File: config.mk
export PLATFORM = sky130hd
export DESIGN_NAME = rv_decode_stage_flat
export DESIGN_NICKNAME = d
export VERILOG_FILES = /design/src/rtl/rv_decode_stage_pkg.sv /design/src/rtl/rv_decode_stage_if.sv /design/src/rtl/rv_decode_stage_insn_decode.sv /design/src/rtl/rv_decode_stage.sv /design/src/flat_wrapper.sv
export SDC_FILE = /design/constraint.sdc
export NUM_CORES = 1
export LEC_CHECK = 0
export CAP_MARGIN = 20
export CORE_UTILIZATION = 51
export CTS_CLUSTER_DIAMETER = 120
export DETAILED_ROUTE_END_ITERATION = 7
export PLACE_DENSITY = 0.81
export SETUP_SLACK_MARGIN = 0.02
export SYNTH_ARGS = -nofsm -noshare
export SYNTH_HDL_FRONTEND = slang
export SYNTH_HIERARCHICAL = 1
export SYNTH_SLANG_ARGS = --single-unit
File: constraint.sdc
create_clock -name clk_i -period 3.49 [get_ports clk_i]
set_input_delay 0.5235 -clock clk_i [delete_from_list [all_inputs] [get_ports clk_i]]
set_output_delay 0.5235 -clock clk_i [all_outputs]
set_load 0.01 [all_outputs]
File: src/rtl/rv_decode_stage_pkg.sv
// rtl/rv_decode_stage_pkg.sv - shared RV32/64 opcode, function and immediate-format definitions
package rv_decode_stage_pkg;

    localparam logic [4:0] OPC_LOAD     = 5'b00000;
    localparam logic [4:0] OPC_MISC_MEM = 5'b00011;
    localparam logic [4:0] OPC_OP_IMM   = 5'b00100;
    localparam logic [4:0] OPC_AUIPC    = 5'b00101;
    localparam logic [4:0] OPC_STORE    = 5'b01000;
    localparam logic [4:0] OPC_OP       = 5'b01100;
    localparam logic [4:0] OPC_LUI      = 5'b01101;
    localparam logic [4:0] OPC_BRANCH   = 5'b11000;
    localparam logic [4:0] OPC_JALR     = 5'b11001;
    localparam logic [4:0] OPC_JAL      = 5'b11011;
    localparam logic [4:0] OPC_SYSTEM   = 5'b11100;

    localparam logic [2:0] FUNC_ADD = 3'b000;

    typedef enum logic [2:0] {
        IMM_NONE = 3'd0,
        IMM_I    = 3'd1,
        IMM_S    = 3'd2,
        IMM_B    = 3'd3,
        IMM_U    = 3'd4,
        IMM_J    = 3'd5
    } imm_fmt_e;

    typedef struct packed {
        logic [4:0] rs1;
        logic [4:0] rs2;
        logic [4:0] rd;
        logic [4:0] opcode;
        logic [2:0] fun;
        logic       shifter_sign;
        logic       rs1_used;
        logic       rs2_used;
        logic       rd_we;
        logic       illegal;
    } dec_fields_t;

endpackage

File: src/rtl/rv_decode_stage_if.sv
// rtl/rv_decode_stage_if.sv - fetch/execute/register-file signals of the decode stage
interface rv_decode_stage_if #(parameter int XLEN = 32);
    logic            f_valid;
    logic            f_ready;
    logic [31:0]     f_ir;
    logic [XLEN-1:0] f_pc;
    logic            x_ready;
    logic            x_kill;
    logic            x_valid;
    logic [XLEN-1:0] x_pc;
    logic [4:0]      x_rs1;
    logic [4:0]      x_rs2;
    logic [4:0]      x_rd;
    logic [4:0]      x_opcode;
    logic [2:0]      x_fun;
    logic            x_shifter_sign;
    logic [XLEN-1:0] x_imm;
    logic            x_rs1_used;
    logic            x_rs2_used;
    logic            x_rd_we;
    logic            x_illegal;
    logic [4:0]      rf_rs1;
    logic [4:0]      rf_rs2;

    modport slave (
        input  f_valid, f_ir, f_pc, x_ready, x_kill,
        output f_ready, x_valid, x_pc, x_rs1, x_rs2, x_rd, x_opcode, x_fun,
               x_shifter_sign, x_imm, x_rs1_used, x_rs2_used, x_rd_we, x_illegal,
               rf_rs1, rf_rs2
    );

    modport master (
        output f_valid, f_ir, f_pc, x_ready, x_kill,
        input  f_ready, x_valid, x_pc, x_rs1, x_rs2, x_rd, x_opcode, x_fun,
               x_shifter_sign, x_imm, x_rs1_used, x_rs2_used, x_rd_we, x_illegal,
               rf_rs1, rf_rs2
    );
endinterface

File: src/rtl/rv_decode_stage_insn_decode.sv
// rtl/rv_decode_stage_insn_decode.sv - combinational field, immediate, usage and legality decode
module rv_insn_decode
    import rv_decode_stage_pkg::*;
#(
    parameter int XLEN = 32
) (
    input  logic [31:0]     ir_i,
    output dec_fields_t     fields_o,
    output logic [XLEN-1:0] imm_o
);
    logic [4:0]  opc;
    logic [2:0]  f3;
    logic [6:0]  f7;
    logic        known;
    logic        illegal;
    logic        no_rs1;
    imm_fmt_e    fmt;
    logic [31:0] imm32;

    assign opc = ir_i[6:2];
    assign f3  = ir_i[14:12];
    assign f7  = ir_i[31:25];

    always_comb begin
        known = 1'b1;
        fmt   = IMM_NONE;
        case (opc)
            OPC_LOAD, OPC_OP_IMM, OPC_JALR: fmt = IMM_I;
            OPC_STORE:                      fmt = IMM_S;
            OPC_BRANCH:                     fmt = IMM_B;
            OPC_LUI, OPC_AUIPC:             fmt = IMM_U;
            OPC_JAL:                        fmt = IMM_J;
            OPC_MISC_MEM, OPC_OP, OPC_SYSTEM: fmt = IMM_NONE;
            default:                        known = 1'b0;
        endcase
    end

    assign illegal = (ir_i[1:0] != 2'b11) || !known
                   || (opc == OPC_BRANCH && (f3 == 3'b010 || f3 == 3'b011))
                   || (opc == OPC_OP_IMM && f3 == 3'b001 && f7 != 7'h00)
                   || (opc == OPC_OP_IMM && f3 == 3'b101 && f7 != 7'h00 && f7 != 7'h20);

    // Every format is built as a 32-bit value whose bit 31 is the sign, then widened.
    always_comb begin
        imm32 = '0;
        case (fmt)
            IMM_I:   imm32 = {{20{ir_i[31]}}, ir_i[31:20]};
            IMM_S:   imm32 = {{20{ir_i[31]}}, ir_i[31:25], ir_i[11:7]};
            IMM_B:   imm32 = {{19{ir_i[31]}}, ir_i[31], ir_i[7], ir_i[30:25], ir_i[11:8], 1'b0};
            IMM_U:   imm32 = {ir_i[31:12], 12'h000};
            IMM_J:   imm32 = {{11{ir_i[31]}}, ir_i[31], ir_i[19:12], ir_i[20], ir_i[30:21], 1'b0};
            default: imm32 = '0;
        endcase
    end

    assign imm_o = XLEN'($signed(imm32));

    assign no_rs1 = (opc == OPC_LUI) || (opc == OPC_AUIPC) || (opc == OPC_JAL);

    always_comb begin
        fields_o              = '0;
        fields_o.rs1          = ir_i[19:15];
        fields_o.rs2          = ir_i[24:20];
        fields_o.rd           = ir_i[11:7];
        fields_o.opcode       = opc;
        fields_o.fun          = (no_rs1 || opc == OPC_JALR) ? FUNC_ADD : f3;
        fields_o.shifter_sign = ir_i[30];
        fields_o.illegal      = illegal;
        fields_o.rs1_used     = !illegal && !no_rs1;
        fields_o.rs2_used     = !illegal && (opc == OPC_STORE || opc == OPC_BRANCH || opc == OPC_OP);
        fields_o.rd_we        = !illegal && (ir_i[11:7] != 5'd0)
                              && (no_rs1 || opc == OPC_JALR || opc == OPC_LOAD
                                  || opc == OPC_OP_IMM || opc == OPC_OP || opc == OPC_SYSTEM);
    end
endmodule

File: src/rtl/rv_decode_stage.sv
// rtl/rv_decode_stage.sv - registered decode stage with one-entry skid buffer
module rv_decode_stage
    import rv_decode_stage_pkg::*;
#(
    parameter int              XLEN          = 32,
    parameter logic [XLEN-1:0] RESET_PC_FILL = '0
) (
    input logic             clk_i,
    input logic             rst_n_i,
    rv_decode_stage_if.slave bus
);
    logic            f_ready_q;
    logic            skid_valid_q, skid_valid_d;
    logic [31:0]     skid_ir_q, skid_ir_d;
    logic [XLEN-1:0] skid_pc_q, skid_pc_d;
    logic            x_valid_q, x_valid_d;
    logic [XLEN-1:0] x_pc_q, x_pc_d;
    logic [XLEN-1:0] x_imm_q, x_imm_d;
    dec_fields_t     x_dec_q, x_dec_d;

    logic            in_fire;
    logic            load_x;
    logic [31:0]     nxt_ir;
    logic [XLEN-1:0] nxt_pc;
    logic [XLEN-1:0] nxt_imm;
    dec_fields_t     nxt_dec;

    assign in_fire = bus.f_valid && f_ready_q;
    assign load_x  = !x_valid_q || bus.x_ready;

    // The skid entry is always older than the input, so it wins the X slot.
    assign nxt_ir = skid_valid_q ? skid_ir_q : bus.f_ir;
    assign nxt_pc = skid_valid_q ? skid_pc_q : bus.f_pc;

    rv_insn_decode #(.XLEN(XLEN)) u_dec (
        .ir_i     (nxt_ir),
        .fields_o (nxt_dec),
        .imm_o    (nxt_imm)
    );

    always_comb begin
        skid_valid_d = skid_valid_q;
        skid_ir_d    = skid_ir_q;
        skid_pc_d    = skid_pc_q;
        x_valid_d    = x_valid_q;
        x_pc_d       = x_pc_q;
        x_imm_d      = x_imm_q;
        x_dec_d      = x_dec_q;
        if (bus.x_kill) begin
            skid_valid_d = 1'b0;
            x_valid_d    = 1'b0;
        end else begin
            if (load_x) begin
                if (skid_valid_q || in_fire) begin
                    x_valid_d    = 1'b1;
                    x_pc_d       = nxt_pc;
                    x_imm_d      = nxt_imm;
                    x_dec_d      = nxt_dec;
                    skid_valid_d = 1'b0;
                end else begin
                    x_valid_d = 1'b0;
                end
            end
            if (in_fire && !load_x) begin
                skid_valid_d = 1'b1;
                skid_ir_d    = bus.f_ir;
                skid_pc_d    = bus.f_pc;
            end
        end
    end

    always_ff @(posedge clk_i or negedge rst_n_i) begin
        if (!rst_n_i) begin
            f_ready_q    <= 1'b1;
            skid_valid_q <= 1'b0;
            skid_ir_q    <= '0;
            skid_pc_q    <= '0;
            x_valid_q    <= 1'b0;
            x_pc_q       <= RESET_PC_FILL;
            x_imm_q      <= '0;
            x_dec_q      <= '0;
        end else begin
            f_ready_q    <= !skid_valid_d;
            skid_valid_q <= skid_valid_d;
            skid_ir_q    <= skid_ir_d;
            skid_pc_q    <= skid_pc_d;
            x_valid_q    <= x_valid_d;
            x_pc_q       <= x_pc_d;
            x_imm_q      <= x_imm_d;
            x_dec_q      <= x_dec_d;
        end
    end

    assign bus.f_ready        = f_ready_q;
    assign bus.x_valid        = x_valid_q;
    assign bus.x_pc           = x_pc_q;
    assign bus.x_imm          = x_imm_q;
    assign bus.x_rs1          = x_dec_q.rs1;
    assign bus.x_rs2          = x_dec_q.rs2;
    assign bus.x_rd           = x_dec_q.rd;
    assign bus.x_opcode       = x_dec_q.opcode;
    assign bus.x_fun          = x_dec_q.fun;
    assign bus.x_shifter_sign = x_dec_q.shifter_sign;
    assign bus.x_rs1_used     = x_dec_q.rs1_used;
    assign bus.x_rs2_used     = x_dec_q.rs2_used;
    assign bus.x_rd_we        = x_dec_q.rd_we;
    assign bus.x_illegal      = x_dec_q.illegal;

    // Synchronous RF reads launched now return alongside whatever X holds next cycle.
    assign bus.rf_rs1 = load_x ? nxt_dec.rs1 : x_dec_q.rs1;
    assign bus.rf_rs2 = load_x ? nxt_dec.rs2 : x_dec_q.rs2;
endmodule

File: src/flat_wrapper.sv
// flat-port wrapper written by rule: the top's interface ports become plain ports
module rv_decode_stage_flat import rv_decode_stage_pkg::*;
#(
    parameter int              XLEN          = 32,
    parameter logic [XLEN-1:0] RESET_PC_FILL = '0
)
  (clk_i, rst_n_i, bus_f_valid, bus_f_ir, bus_f_pc, bus_x_ready, bus_x_kill, bus_f_ready, bus_x_valid, bus_x_pc, bus_x_rs1, bus_x_rs2, bus_x_rd, bus_x_opcode, bus_x_fun, bus_x_shifter_sign, bus_x_imm, bus_x_rs1_used, bus_x_rs2_used, bus_x_rd_we, bus_x_illegal, bus_rf_rs1, bus_rf_rs2);
  rv_decode_stage_if #(.XLEN(XLEN)) bus_i ();
  input logic clk_i;
  input logic rst_n_i;
  input wire logic [$bits(bus_i.f_valid)-1:0] bus_f_valid;
  input wire logic [$bits(bus_i.f_ir)-1:0] bus_f_ir;
  input wire logic [$bits(bus_i.f_pc)-1:0] bus_f_pc;
  input wire logic [$bits(bus_i.x_ready)-1:0] bus_x_ready;
  input wire logic [$bits(bus_i.x_kill)-1:0] bus_x_kill;
  output wire logic [$bits(bus_i.f_ready)-1:0] bus_f_ready;
  output wire logic [$bits(bus_i.x_valid)-1:0] bus_x_valid;
  output wire logic [$bits(bus_i.x_pc)-1:0] bus_x_pc;
  output wire logic [$bits(bus_i.x_rs1)-1:0] bus_x_rs1;
  output wire logic [$bits(bus_i.x_rs2)-1:0] bus_x_rs2;
  output wire logic [$bits(bus_i.x_rd)-1:0] bus_x_rd;
  output wire logic [$bits(bus_i.x_opcode)-1:0] bus_x_opcode;
  output wire logic [$bits(bus_i.x_fun)-1:0] bus_x_fun;
  output wire logic [$bits(bus_i.x_shifter_sign)-1:0] bus_x_shifter_sign;
  output wire logic [$bits(bus_i.x_imm)-1:0] bus_x_imm;
  output wire logic [$bits(bus_i.x_rs1_used)-1:0] bus_x_rs1_used;
  output wire logic [$bits(bus_i.x_rs2_used)-1:0] bus_x_rs2_used;
  output wire logic [$bits(bus_i.x_rd_we)-1:0] bus_x_rd_we;
  output wire logic [$bits(bus_i.x_illegal)-1:0] bus_x_illegal;
  output wire logic [$bits(bus_i.rf_rs1)-1:0] bus_rf_rs1;
  output wire logic [$bits(bus_i.rf_rs2)-1:0] bus_rf_rs2;
  assign bus_i.f_valid = bus_f_valid;
  assign bus_i.f_ir = bus_f_ir;
  assign bus_i.f_pc = bus_f_pc;
  assign bus_i.x_ready = bus_x_ready;
  assign bus_i.x_kill = bus_x_kill;
  assign bus_f_ready = bus_i.f_ready;
  assign bus_x_valid = bus_i.x_valid;
  assign bus_x_pc = bus_i.x_pc;
  assign bus_x_rs1 = bus_i.x_rs1;
  assign bus_x_rs2 = bus_i.x_rs2;
  assign bus_x_rd = bus_i.x_rd;
  assign bus_x_opcode = bus_i.x_opcode;
  assign bus_x_fun = bus_i.x_fun;
  assign bus_x_shifter_sign = bus_i.x_shifter_sign;
  assign bus_x_imm = bus_i.x_imm;
  assign bus_x_rs1_used = bus_i.x_rs1_used;
  assign bus_x_rs2_used = bus_i.x_rs2_used;
  assign bus_x_rd_we = bus_i.x_rd_we;
  assign bus_x_illegal = bus_i.x_illegal;
  assign bus_rf_rs1 = bus_i.rf_rs1;
  assign bus_rf_rs2 = bus_i.rf_rs2;
  rv_decode_stage #(.XLEN(XLEN), .RESET_PC_FILL(RESET_PC_FILL)) u_core (.clk_i(clk_i), .rst_n_i(rst_n_i), .bus(bus_i));
endmodule
# Word level (Yosys, flattened, before mapping)
# Cells that the tools add are included.
# word_totals
regBits	159
in_bits	69
wordCells	97
# classes
n_eq_ne	21
n_mux	15
bitwise	1
n_reduce_logical	43
# op_table
op	n
one-hot mux 32 bit (5 select lines)	1
two-way mux 32 bit	2
equality test 5 bit (second input constant)	4
logical OR 1 bit	16
equality test 5 x 4 -> 1 bit (second input constant)	3
one-hot mux 3 bit (5 select lines)	1
equality test 3 x 2 -> 1 bit (second input constant)	4
logical AND 1 bit	12
OR reduction 11 bit	1
equality test 5 x 3 -> 1 bit (second input constant)	2
two-way mux 5 bit	2
equality test 3 bit (second input constant)	3
two-way mux 1 bit	8
inequality test 7 x 6 -> 1 bit (second input constant)	1
nonzero test 7 bit	1
equality test 3 x 1 -> 1 bit (second input constant)	2
logical NOT 1 bit	6
equality test 5 x 2 -> 1 bit (second input constant)	1
logical NOT 5 bit	1
nonzero test 5 bit	1
two-way mux 3 bit	1
AND reduction 3 bit	1
OR reduction 3 bit	1
inequality test 2 bit (second input constant)	1
4 further kinds	4

# Logic depth before layout (Yosys ltp)
# depth
depth_word	12
depth_mapped	12
ltp_nobuf	7

# By module
# The synthesis kept the hierarchy.
# by_module_without_submodules
module	n_inst	cells_each	area_each_um2	seq_area_each_um2
rv_decode_stage	1	443	6811.5	3980.1
rv_insn_decode	1	133	773.2	0.0

# Least setup slack after synthesis
# Ideal clock, no wire load.
# synth_path
path_kind	reg-to-reg
startpoint	reg u_core.skid_valid_q
endpoint	reg u_core.x_dec_q (netlist bit u_core/bus.x_illegal)
setup_time_ns	0.125
arrival_time_ns	2.701
required_time_ns	3.365
slack_ns	0.664
path_stages_with_launch	10
path_buffers	4
synth_period_minus_slack_ns	2.826
cell_sequence	dfrtp_1 -> buf_4 -> buf_2 -> buf_2 -> mux2_2 -> or4_4 -> a2111oi_4 -> o311ai_2 -> buf_4 -> mux2_2
# synth_between
word_cells_on_any_way	35
# synth_lines
element	line	text
start: declaration	rv_decode_stage.sv:13	logic skid_valid_q, skid_valid_d;
start signal: assignment	rv_decode_stage.sv:84	skid_valid_q <= skid_valid_d;
two-way mux 32 bit (*)	rv_decode_stage.sv:32	assign nxt_ir = skid_valid_q ? skid_ir_q : bus.f_ir;
via u_core.nxt_ir[27]	rv_decode_stage.sv:23	logic [31:0] nxt_ir;
nonzero test 7 bit	rv_decode_stage_insn_decode.sv:40, rv_decode_stage_insn_decode.sv:41	
logical AND 1 bit (on tied branches)	rv_decode_stage_insn_decode.sv:40, rv_decode_stage_insn_decode.sv:41	
logical OR 1 bit or logical AND 1 bit (tied branches)	rv_decode_stage_insn_decode.sv:40, rv_decode_stage_insn_decode.sv:41	
logical OR 1 bit (*)	rv_decode_stage_insn_decode.sv:41	|| (opc == OPC_OP_IMM && f3 == 3'b101 && f7 != 7'h00 && f7 != 7'h20);
via u_core.u_dec.illegal	rv_decode_stage_insn_decode.sv:15	logic illegal;
end signal: assignment	rv_decode_stage.sv:81	x_dec_q <= '0;
end signal: assignment	rv_decode_stage.sv:90	x_dec_q <= x_dec_d;
end: declaration	rv_decode_stage.sv:19	dec_fields_t x_dec_q, x_dec_d;
# The timed path passes the listed nets; every way through them passes the cells marked *.
# A chain may end at the register's enable or synchronous reset.

# Final worst setup path
# layout_path
startpoint	reg u_core.skid_valid_q
endpoint	out bus_rf_rs2[0]
# layout_between
elab_chain_cells	2
# layout_lines
element	line	text
two-way mux 32 bit	rv_decode_stage.sv:32	
via u_core.nxt_ir[20]	rv_decode_stage.sv:23	
two-way mux 5 bit	rv_decode_stage.sv:111	assign bus.rf_rs2 = load_x ? nxt_dec.rs2 : x_dec_q.rs2;
end: declaration	flat_wrapper.sv:31	output wire logic [$bits(bus_i.rf_rs2)-1:0] bus_rf_rs2;
# The timed path passes the listed nets, and every way through them passes these cells.

==> results.py <==
metrics = {
    "clocking": {
        "cts_buffers": 17,
        "htree_levels": 4,
        "worstSkewPairLatency_ns": 0.42,
        "cts.path.max_buffers": 2,
        "cts.sinks": 159,
        "tritoncts": "done",
        "postCtsHoldBufs": 0,
        "clk_pin_slew_ns": 0.06,
        "cts_resized": 0,
        "cts_setup_buffers": 0,
        "cts-root-buf": "clkbuf_16",
    },
    "critical_path": {
        "arrival_ns": 2.45,
        "critPathMaxFanout": 16,
        "startpoint_type": "flip-flop",
        "crit_path_end_kind": "primary output",
        "worstSetupPathType": "flip-flop to primary output",
        "cp.required_ns": 2.97,
    },
    "placement": {
        "place_hpwl_um": 12000,
        "io_buffers": 172,
        "dp_cells": 887,
        "gp_congestion": 0.889,
    },
    "detailed_routing": {
        "wl_per_cell_um": 18.9,
        "ant_nets": 0,
        "firstDrtPassIters": 4,
        "first_iter_violations": 278,
        "drt-total-wl_um": 17300,
        "dr_total_vias": 5017,
        "viasPerCell": 5.47,
        "drc": 0,
    },
    "sta": {
        "min_period_ns": 2.97,
        "hold_slack_ns": 0.146,
        "tightestPinTransition_ns": 0.787,
        "slew_headroom_pct": 47.5,
        "hold_viol_final": 0,
        "drv_slew": 0,
        "period_share_pct": 85.2,
        "clock_skew_ns": 0.00657,
        "setup_viol": 0,
        "fmax_mhz": 336,
        "rsz0062_at_grt": "no",
        "setup_tns_ns": 0,
    },
    "floorplan": {
        "dieWidth_um": 124,
        "rows": 44,
        "dieArea_sq_mm": 0.0154,
        "core_sq_mm": 0.0145,
        "start_util_pct": 52.2,
        "chipHeight_um": 124,
        "io_pins": 173,
    },
    "final_layout": {
        "layout.nets": 791,
        "fin_cells": 917,
        "fillers": 1033,
        "diodes": 0,
        "drive_gt1_share_pct": 36.4,
        "synthToLayoutAreaGrowth_pct": 29.7,
    },
    "global_route": {
        "grt_pass1_wl_um": 27500,
        "grt_antenna_before_repair": 0,
        "gr-total-overflow": 0,
        "grt.total_usage_pct": 23.9,
        "grt_pass1_vias": 5246,
        "grt_max_degree": 85,
    },
    "synth": {
        "ys_seq_area_share_pct": 52.5,
        "postSynthAreaPerCell_sq_um": 13.2,
        "synth_edf_count": 0,
        "synth_ff_type": "dfrtp_1",
        "synth_cell_types": 36,
        "synth.ff_latch_count": 159,
        "syn_area_sq_mm": 0.00758,
        "async_reset_ff_share_pct": 100,
        "yosys_warnings": 6,
        "syn_inst": 576,
        "syn_nets": 645,
    },
    "min_path": {
        "worstHoldPathType": "input pin to async pin",
    },
    "status": {
        "status": "finished clean",
    },
    "run": {
        "cap_viol_max_count": 0,
    },
    "pwr": {
        "power_density_mw_per_mm2": 551,
        "p_total_mw": 5.42,
        "p_leak_nw": 4.26,
        "ir_drop_mv": 0.362,
    },
}
==> Yosys cell counts, drive strengths merged, types with 2 or more instances <==
library cell,number,area [sq um]
mux2,220,2480
dfrtp,158,3950
nand2,78,293
buf,46,342
nor2b,9,56.3
and2,8,50.1
clkbuf,7,26.3
a21oi,6,30.0
inv,5,18.8
nor2,5,18.8
a22o,4,35.0
o21ai,4,20.0
a211oi,3,32.5
nand2b,3,26.3
nor3,3,26.3
a21o,2,15.0
nand3b,2,15.0
==> worst paths after layout <==
kind	start	to	slack, ns	cells after the start
max	u_core/skid_valid_q$_DFF_PN0_	bus_rf_rs2[0]	0.52	5
min	rst_n_i	u_core/skid_pc_q[2]$_DFFE_PN0P_	0.15	1
max reg2reg	u_core/skid_valid_q$_DFF_PN0_	u_core/bus.x_rs2_used$_DFFE_PN0P_	0.74	7
min in group clk_i	u_core/skid_ir_q[12]$_DFFE_PN0P_	u_core/skid_ir_q[12]$_DFFE_PN0P_	0.50	1
min reg2reg	u_core/skid_ir_q[12]$_DFFE_PN0P_	u_core/skid_ir_q[12]$_DFFE_PN0P_	0.50	1
max in group asynchronous	rst_n_i	u_core/skid_pc_q[14]$_DFFE_PN0P_	2.42	2
==> area by class of cell <==
class,instances,area [sq um],area share [%]
clock inverter,7,85.1,0.865
tap,184,230,2.34
multi-input combinational,359,3220,32.8
clock buffer,23,488,4.96
inverter,5,18.8,0.191
timing repair buffer,180,1810,18.4
sequential,159,3980,40.5
==> kinds of logic (layout without fill, tap and decap cells) <==
logic type             Yosys count  in the layout  share of synthesized area, %
and+or+nand+nor                114            114                          6.99
buffers and inverters           58            215                          5.10
muxes                          220            220                          32.7
DFF                            159            159                          52.5
AOI/OAI and AO/OA               25             25                          2.77
==> per-layer routing <==
metal  wire length (um)  GRT usage, %  share of wire, %
met4                410          9.45               2.4
met2               8380          38.7                48
met5                  0             0                 0
met1               7330          30.6                42
met3               1210          6.46               7.0
==> power by group <==
| group | total (mW) | internal, mW | switching (mW) |
|---|---|---|---|
| logic | 1.20 | 0.740 | 0.456 |
| clock network | 1.81 | 1.11 | 0.698 |
| registers | 2.41 | 2.21 | 0.194 |
==> critical path, cell delays in order (launching register included) <==
cell	delay [ns]
dfrtp_2	0.63
buf_4	0.34
mux2_2	0.45
nand2_1	0.09
nand2_1	0.05
clkdlybuf4s50_1	0.47
==> flip-flops by register name, indices dropped and copies added, names as in the netlist <==
name,cells
u_core/bus.f_ready,1
u_core/skid_ir_q,32
u_core/bus.x_valid,1
u_core/bus.x_rd_we,1
u_core/bus.x_rs1_used,1
u_core/bus.x_fun,3
u_core/bus.x_imm,32
u_core/bus.x_rs2_used,1
u_core/bus.x_shifter_sign,1
u_core/skid_pc_q,32
u_core/bus.x_rd,5
u_core/skid_valid_q,1
u_core/bus.x_opcode,5
u_core/bus.x_illegal,1
u_core/bus.x_rs1,5
u_core/bus.x_rs2,5
u_core/bus.x_pc,32
==> placed cells by master, fill, tap and decap left out, types with 6 or more instances in the layout <==
cell and count:
nand2_1 78, dfrtp_1 157, a21oi_1 6, buf_4 6
and2_1 8, clkdlybuf4s50_1 171, mux2_2 220, nor2b_1 9
clkbuf_16 17
==> metrics by stage <==
| stage | cell area [sq um] | setup WS, ns | util (%) |
|---|---|---|---|
| detailed placement | 9260 | 0.620 | 63.7 |
| global placement | 9260 | 0.656 | 63.7 |
| finish | 9830 | 0.517 | 67.7 |
| CTS | 9830 | 0.507 | 67.7 |
| floorplan | 7580 | 0.664 | - |
| global route | 9830 | 0.395 | 67.7 |
No activity file was read; power rests on OpenSTA's default activity.
